`config.mk`:
```
export PLATFORM = sky130hd
export DESIGN_NAME = saat_uart_verici
export DESIGN_NICKNAME = d
export VERILOG_FILES = /design/src/rtl/saat_uart_verici.sv
export SDC_FILE = /design/constraint.sdc
export NUM_CORES = 1
export LEC_CHECK = 0
export BUFFER_PORTS_ARGS = -buffer_cell sky130_fd_sc_hd__buf_2
export CAP_MARGIN = 20
export CORE_MARGIN = 3
export CORE_UTILIZATION = 60
export CTS_CLUSTER_SIZE = 20
export DETAILED_ROUTE_END_ITERATION = 12
export PLACE_DENSITY = 0.83
export SETUP_SLACK_MARGIN = 0.2
export SYNTH_ARGS = -nofsm -noshare
export SYNTH_HDL_FRONTEND = slang
export SYNTH_SLANG_ARGS = --single-unit
export TNS_END_PERCENT = 20
```
`constraint.sdc`:
```
create_clock -name CLK -period 5 [get_ports CLK]
set_input_delay 1 -clock CLK [delete_from_list [all_inputs] [get_ports CLK]]
set_output_delay 1 -clock CLK [all_outputs]
set_load 0.01 [all_outputs]
```
`src/rtl/saat_uart_verici.sv`:
```
// saat_uart_verici: UART 8N1 transmitter that sends a snapshot of the time of day as "HH:MM:SS\r\n".
// Ports:
//   CLK    - system clock, rising edge
//   reset  - asynchronous active-low reset
//   gonder - send request, honoured only while idle
//   saat, dakika, saniye - binary hours/minutes/seconds, latched on an accepted gonder
//   tx     - serial output, idle high, registered
//   mesgul - high while a line is in flight
//   bitti  - one-cycle pulse after the last stop bit
// Optional: define TARIH_GONDER_EN to add gun/ay/yil inputs and send "DD.MM.YY HH:MM:SS\r\n".
module saat_uart_verici #(
  parameter int CLKS_PER_BIT = 10416
) (
  input  logic       CLK,
  input  logic       reset,
  input  logic       gonder,
  input  logic [4:0] saat,
  input  logic [5:0] dakika,
  input  logic [5:0] saniye,
`ifdef TARIH_GONDER_EN
  input  logic [4:0] gun,
  input  logic [3:0] ay,
  input  logic [6:0] yil,
`endif
  output logic       tx,
  output logic       mesgul,
  output logic       bitti
);
  typedef enum logic [2:0] {BOSTA, BASLA, VERI, DUR, BITIS} state_t;
  localparam logic [15:0] CMAX = 16'(CLKS_PER_BIT - 1);
`ifdef TARIH_GONDER_EN
  localparam int N = 19;
`else
  localparam int N = 10;
`endif
  localparam logic [4:0] LAST = 5'(N - 1);
  // Two ASCII decimal digits, tens first; values above 99 are not clamped.
  function automatic logic [15:0] dec2(input logic [6:0] v);
    dec2 = {8'h30 + {1'b0, v / 7'd10}, 8'h30 + {1'b0, v % 7'd10}};
  endfunction
  state_t state_q, state_d;
  logic [15:0] cnt_q, cnt_d;
  logic [2:0] bit_q, bit_d;
  logic [4:0] chr_q, chr_d;
  logic [4:0] saat_q;
  logic [5:0] dak_q, san_q;
  logic tx_q, tx_d, mesgul_q, bitti_q;
  logic [8*N-1:0] line;
  logic [7:0] ch;
  logic snap;
  assign snap = (state_q == BOSTA) && gonder;
`ifdef TARIH_GONDER_EN
  logic [4:0] gun_q;
  logic [3:0] ay_q;
  logic [6:0] yil_q;
  assign line = {dec2({2'b0, gun_q}), 8'h2E, dec2({3'b0, ay_q}), 8'h2E, dec2(yil_q), 8'h20,
                 dec2({2'b0, saat_q}), 8'h3A, dec2({1'b0, dak_q}), 8'h3A, dec2({1'b0, san_q}),
                 8'h0D, 8'h0A};
  always_ff @(posedge CLK or negedge reset)
    if (!reset) begin
      gun_q <= '0;
      ay_q  <= '0;
      yil_q <= '0;
    end else if (snap) begin
      gun_q <= gun;
      ay_q  <= ay;
      yil_q <= yil;
    end
`else
  assign line = {dec2({2'b0, saat_q}), 8'h3A, dec2({1'b0, dak_q}), 8'h3A, dec2({1'b0, san_q}),
                 8'h0D, 8'h0A};
`endif
  // Character 0 sits in the most significant byte of the line.
  assign ch = line[8*(N-1-int'(chr_q)) +: 8];
  always_comb begin
    state_d = state_q;
    cnt_d   = cnt_q;
    bit_d   = bit_q;
    chr_d   = chr_q;
    case (state_q)
      BOSTA: if (gonder) begin
        state_d = BASLA;
        cnt_d   = CMAX;
        chr_d   = '0;
      end
      BASLA: if (cnt_q == 0) begin
        state_d = VERI;
        cnt_d   = CMAX;
        bit_d   = '0;
      end else cnt_d = cnt_q - 16'd1;
      VERI: if (cnt_q == 0) begin
        cnt_d = CMAX;
        if (bit_q == 3'd7) state_d = DUR;
        else bit_d = bit_q + 3'd1;
      end else cnt_d = cnt_q - 16'd1;
      DUR: if (cnt_q == 0) begin
        cnt_d = CMAX;
        if (chr_q == LAST) state_d = BITIS;
        else begin
          state_d = BASLA;
          chr_d   = chr_q + 5'd1;
        end
      end else cnt_d = cnt_q - 16'd1;
      BITIS: begin
        state_d = BOSTA;
        chr_d   = '0;
      end
      default: state_d = BOSTA;
    endcase
    // tx is computed from the next state so the pin changes on the same edge as the FSM.
    tx_d = state_d == BASLA ? 1'b0 : state_d == VERI ? ch[bit_d] : 1'b1;
  end
  always_ff @(posedge CLK or negedge reset)
    if (!reset) begin
      state_q  <= BOSTA;
      cnt_q    <= '0;
      bit_q    <= '0;
      chr_q    <= '0;
      saat_q   <= '0;
      dak_q    <= '0;
      san_q    <= '0;
      tx_q     <= 1'b1;
      mesgul_q <= 1'b0;
      bitti_q  <= 1'b0;
    end else begin
      state_q  <= state_d;
      cnt_q    <= cnt_d;
      bit_q    <= bit_d;
      chr_q    <= chr_d;
      tx_q     <= tx_d;
      mesgul_q <= (state_d == BASLA) || (state_d == VERI) || (state_d == DUR);
      bitti_q  <= state_d == BITIS;
      if (snap) begin
        saat_q <= saat;
        dak_q  <= dakika;
        san_q  <= saniye;
      end
    end
  assign tx     = tx_q;
  assign mesgul = mesgul_q;
  assign bitti  = bitti_q;
endmodule

```
==> results.yml, run 1 <==
grt:
  grt_pass1_vias: 3189
  grt_pass1_wl_um: 14800
  antenna_found_initial: 0
  track_usage_pct: 25.0
  gr-total-overflow: 0
  grt_max_degree: 48
critical_path:
  crit_arrival_ns: 4.34
  critPathKind: "flop to flop"
  critPathMaxFanout: 9
  cp.required_ns: 5.25
  critPathLaunchType: "flop"
  endpoint_kind: "flop"
  reg2reg_depth: 15
hold_path:
  hold_depth: 1
  worstHoldPathType: "flop to flop"
timing:
  relSlewSlack_pct: 28.1
  rsz0062_at_grt: "no"
  finalHoldViolCount: 0
  period_needed_ns: 4.09
  clock.fmax_mhz: 244
  hold_ws_ns: 0.512
  period_share_pct: 81.9
  slew_viol_final: 0
  tightest_slew_ns: 1.07
  clock_skew_ns: 0.0195
  finalSetupViolCount: 0
  fin_tns_setup_ns: 0
clocking:
  htreeDepth: 2
  clk_latency_ns: 0.32
  post_cts_resized: 0
  cts_tree: "yes"
  clk_pin_slew_ns: 0.11
  cts_inserted_buffers: 5
  postCtsSetupBuffers: 0
  cts_hold_buffers: 0
  clock-sinks: 47
  root_buffer: "clkbuf_8"
  clk_path_buf_depth: 2
route:
  ant_nets: 0
  wire_per_inst_um: 16.4
  vias: 3461
  drc: 0
  wl_um: 8600
  drt_iter0_markers: 477
  firstDrtPassIters: 5
  viasPerCell: 6.62
synth:
  synth_warnings: 0
  synth_flop_cell: "dfrtp_1"
  synth_edf_count: 0
  synthArstFlopShare_pct: 100
  syn_inst: 444
  ys_types: 65
  yosys_register_bits: 47
  syn_area_per_cell_um2: 8.19
  ys_seq_area_share_pct: 32.4
  syn-cell-area_um2: 3640
placed_design:
  place.gp.congestion: 0.892
  numPortBuffers: 22
  placed_area_um2: 3750
  hpwl_um: 6210
die:
  die_y_um: 83.9
  io_pins: 23
  start_util_pct: 64.1
  die_area_um2: 7030
  row_count: 27
  chipWidth_um: 83.9
  coreArea_um2: 5680
cells_and_area:
  layout_common_cells: "nand2_1, dfrtp_1, o21ai_0"
  utilization_pct: 68.1
  drive_above_1_share_pct: 14.2
  fin_area_um2: 3860
  layout.nets: 483
  antenna_cells: 0
  area_delta_synth_final_pct: 6.22
status:
  status: "finished, final reports clean"
power_and_ir_drop:
  p_leak_nw: 1.65
  ir_drop_mv: 0.153
  power_uw: 675
  p_per_area_nw_per_um2: 175
flow_run:
  drv_cap: 0
-- cell type report --
type | count | area, um2
Inverter | 15 | 56.3
Clock inverter | 3 | 27.5
Clock buffer | 5 | 68.8
Tap cell | 72 | 90.1
Multi-Input combinational cell | 356 | 2300
Fill cell | 458 | 1810
Sequential cell | 47 | 1180
Timing Repair Buffer | 25 | 145
-- report_power, final --
part           internal [mW]  switching, mW  total (mW)  leakage, nW
Clock                  0.104          0.150       0.254       0.0467
Combinational         0.0107         0.0153      0.0260         1.04
Sequential             0.387        0.00891       0.396        0.558
Total                  0.501          0.174       0.675         1.65
-- per-layer routing --
layer | GRT usage (%) | vias up | wire length (um)
met1 | 36.1 | 1627 | 3850
met4 | 5.70 | 0 | 135
li1 | - | 1639 | -
met2 | 39.3 | 174 | 3980
met5 | 0 | - | 0
met3 | 4.24 | 21 | 638
-- path summary, 6_finish.rpt --
path | start | to | slack (ns)
worst min register to register | cnt_q[12] | cnt_q[12] | 0.51
worst min-delay path | cnt_q[12] | cnt_q[12] | 0.51
worst max-delay path | saat_q[2] | tx | 0.91
max in group asynchronous | reset | tx | 3.87
worst max register to register | saat_q[2] | tx | 0.91
min in group asynchronous | reset | cnt_q[2] | 0.57
-- cells by family after synthesis --
group           Yosys count  share of synthesized area (%)
xor+xnor                 14                           3.37
fa+ha+maj                13                           4.47
flops                    47                           32.4
compound gates          125                           22.8
buf+inv                  44                           4.75
simple gates            179                           25.8
mux                      21                           6.33
other cells               1                          0.103
-- flip-flops by register name, summed over array words and instances (netlist names) --
register  cells
cnt_q        16
dak_q         6
san_q         6
chr_q         5
saat_q        5
bit_q         3
state_q       3
bitti         1
mesgul        1
tx            1
-- per-stage QoR --
| step | std cells | setup slack, ns |
|---|---|---|
| 6_report | 523 | 0.907 |
| 5_1_grt | 523 | 0.518 |
| 4_1_cts | 522 | 0.948 |
| 3_5_place_dp | 514 | 0.962 |
| 3_3_place_gp | 514 | 1.15 |
| 2_1_floorplan | 447 | 1.34 |
-- worst max-delay path, stage by stage, from the launching register on --
cell and delay, ns:
dfrtp_1 0.47, inv_1 0.16, ha_1 0.17, inv_1 0.04, ha_1 0.29, o41ai_1 0.72
nand2_1 0.14, nor3_1 0.68, nor2_1 0.14, inv_1 0.10, ha_1 0.13, a21oi_1 0.06
or3_2 0.42, nand4_1 0.10, nand3b_1 0.09, o41a_1 0.33
-- synth_stat cells, drive strengths merged (6+ instances only) --
master   n  area share, %
xor2     7            1.7
ha      13            4.5
a21oi   16            2.2
mux2    16            5.0
o31ai    8            1.7
nor2b   12            2.1
nand2   46            4.7
nor4b    6            1.4
o41ai    6            1.7
inv     15            1.5
or4      8            1.9
dfrtp   46             32
nor2    40            4.1
nor3    16            2.2
o21ai   45            6.2
nor3b    7            1.4
nand2b   9            1.5
a31oi    8            1.4
clkbuf  27            2.8
xnor2    7            1.7
nand3    7            1.1
Note: power is estimated with default switching activity, not from simulation.
==> run 2: changes to the inputs <==
==> constraint.sdc (replaced) <==
create_clock -name CLK -period 4 [get_ports CLK]
set_input_delay 0.8 -clock CLK [delete_from_list [all_inputs] [get_ports CLK]]
set_output_delay 0.8 -clock CLK [all_outputs]
set_load 0.01 [all_outputs]
==> run 2 against run 1 <==
Worst hold slack worse by 0.045 ns. Combinational power up 28%. Final area up 2.4%. Setup slack worse by 0.49 ns.
==> results.yml, run 2 (same netlist as run 1, synthesis figures left out) <==
placed_design:
  dpl.cell_count: 518
  place.gp.congestion: 0.903
  hpwl_um: 6050
  numPortBuffers: 22
  dpl_worst_slack_ns: 0.0947
timing:
  period_needed_ns: 3.58
  fin_ws_ns: 0.417
  period_share_pct: 89.6
  finalSetupViolCount: 0
  clock_skew_ns: 0.0108
  finalHoldViolCount: 0
  slew_viol_final: 0
  tightest_slew_ns: 1.06
  relSlewSlack_pct: 28.6
  clock.fmax_mhz: 279
  hold_ws_ns: 0.467
  fin_tns_setup_ns: 0
  rsz0062_at_grt: "no"
die:
  coreArea_um2: 5680
  io_pins: 23
  start_util_pct: 64.1
  row_count: 27
  chipWidth_um: 83.9
  die_area_um2: 7030
  die_y_um: 83.9
clocking:
  clk_latency_ns: 0.31
  cts_hold_buffers: 0
  clk_pin_slew_ns: 0.10
  cts_tree: "yes"
  clk_path_buf_depth: 2
  root_buffer: "clkbuf_8"
  cts_inserted_buffers: 5
  htreeDepth: 2
  clock-sinks: 47
critical_path:
  cp.required_ns: 4.24
  endpoint_kind: "flop"
  critPathMaxFanout: 7
  crit_arrival_ns: 3.83
  critPathLaunchType: "flop"
  critPathKind: "flop to flop"
cells_and_area:
  utilization_pct: 69.8
  largest_reg_flops: 16
  top_regs: "cnt_q (16), dak_q (6), san_q (6)"
  layout.nets: 489
  largest_register: "cnt_q"
  layoutNonFillerInstCount: 529
  antenna_cells: 0
  layout_common_cells: "nand2_1, dfrtp_1, o21ai_0"
  drive_above_1_share_pct: 16.4
  area_delta_synth_final_pct: 8.80
  fillers: 477
route:
  ant_nets: 0
  drc: 0
  vias: 3512
  firstDrtPassIters: 6
  wl_um: 8600
  wire_per_inst_um: 16.3
  drt_iter0_markers: 486
  viasPerCell: 6.64
power_and_ir_drop:
  p_leak_nw: 1.68
  p_per_area_nw_per_um2: 213
  swShare_pct: 25.7
  ir_drop_mv: 0.137
  power_switching_uw: 217
  power_frac_seq_pct: 58.6
  clock_power_share_pct: 37.5
  combPwrFrac_pct: 4.0
  internal-power_uw: 627
grt:
  grt_pass1_vias: 3068
  antenna_found_initial: 0
  gr-total-overflow: 0
  track_usage_pct: 24.5
  grt_pass1_wl_um: 14500
  grt_max_degree: 48
hold_path:
  worstHoldPathType: "primary input to async pin"
flow_run:
  drv_cap: 0
status:
  status: "finished, final reports clean"
run 2: layout make-up:
type	count	area (um2)	area share, %
Timing Repair Buffer	31	198	4.99
Clock inverter	3	27.5	0.695
Multi-Input combinational cell	356	2340	59.1
Sequential cell	47	1180	29.7
Inverter	15	56.3	1.42
Tap cell	72	90.1	2.28
Clock buffer	5	68.8	1.74
run 2: critical path: stages (launching register included):
cell      delay [ns]
dfrtp_1         0.39
inv_1           0.15
ha_1            0.17
inv_1           0.04
ha_1            0.19
or2_2           0.31
nand2_1         0.07
nand2_1         0.10
ha_2            0.22
o31ai_4         0.30
nor3_4          0.11
nor2_1          0.15
inv_1           0.06
ha_1            0.27
a21oi_1         0.06
or3_2           0.42
nand4_1         0.10
nand3b_1        0.07
o41a_1          0.32
run 2: final timing paths:
kind / start / slack [ns] / endpoint / cells after the start
min reg2reg: cnt_q[12] / 0.51 / cnt_q[12] / 1
max: saat_q[2] / 0.42 / tx / 18
min: reset / 0.47 / cnt_q[5] / 1
min in group CLK: cnt_q[12] / 0.51 / cnt_q[12] / 1
max reg2reg: saat_q[2] / 0.42 / tx / 18
max in group asynchronous: reset / 2.94 / tx / 2
run 2: stage by stage:
step / total power, mW / area [um2]
2_1_floorplan: 0.510 / 3650
3_3_place_gp: 0.531 / 3780
3_5_place_dp: 0.535 / 3780
4_1_cts: 0.849 / 3880
5_1_grt: 0.878 / 3960
6_report: 0.845 / 3960
run 2: what timing repair did:
action,4_1_cts,5_1_grt
setup buffers,0,2
endpoints found under the setup margin,1,1
pin swaps,0,1
gates resized for setup,1,6
run 2: metal layers:
| metal | vias up | routed length (um) | global-route usage, % |
|---|---|---|---|
| met5 | - | 0 | 0 |
| met4 | 0 | 199 | 7.46 |
| met3 | 31 | 574 | 3.55 |
| met2 | 167 | 3820 | 36.5 |
| met1 | 1654 | 4010 | 36.6 |
| li1 | 1660 | - | - |
run 2: power groups by stage:
| stage | Combinational, mW | Clock [mW] | Sequential (mW) |
|---|---|---|---|
| floorplan | 0.00983 | 0 | 0.500 |
| global placement | 0.0284 | 0 | 0.503 |
| detailed placement | 0.0308 | 0 | 0.504 |
| CTS | 0.0307 | 0.324 | 0.494 |
| global route | 0.0396 | 0.343 | 0.496 |
| finish | 0.0334 | 0.316 | 0.495 |
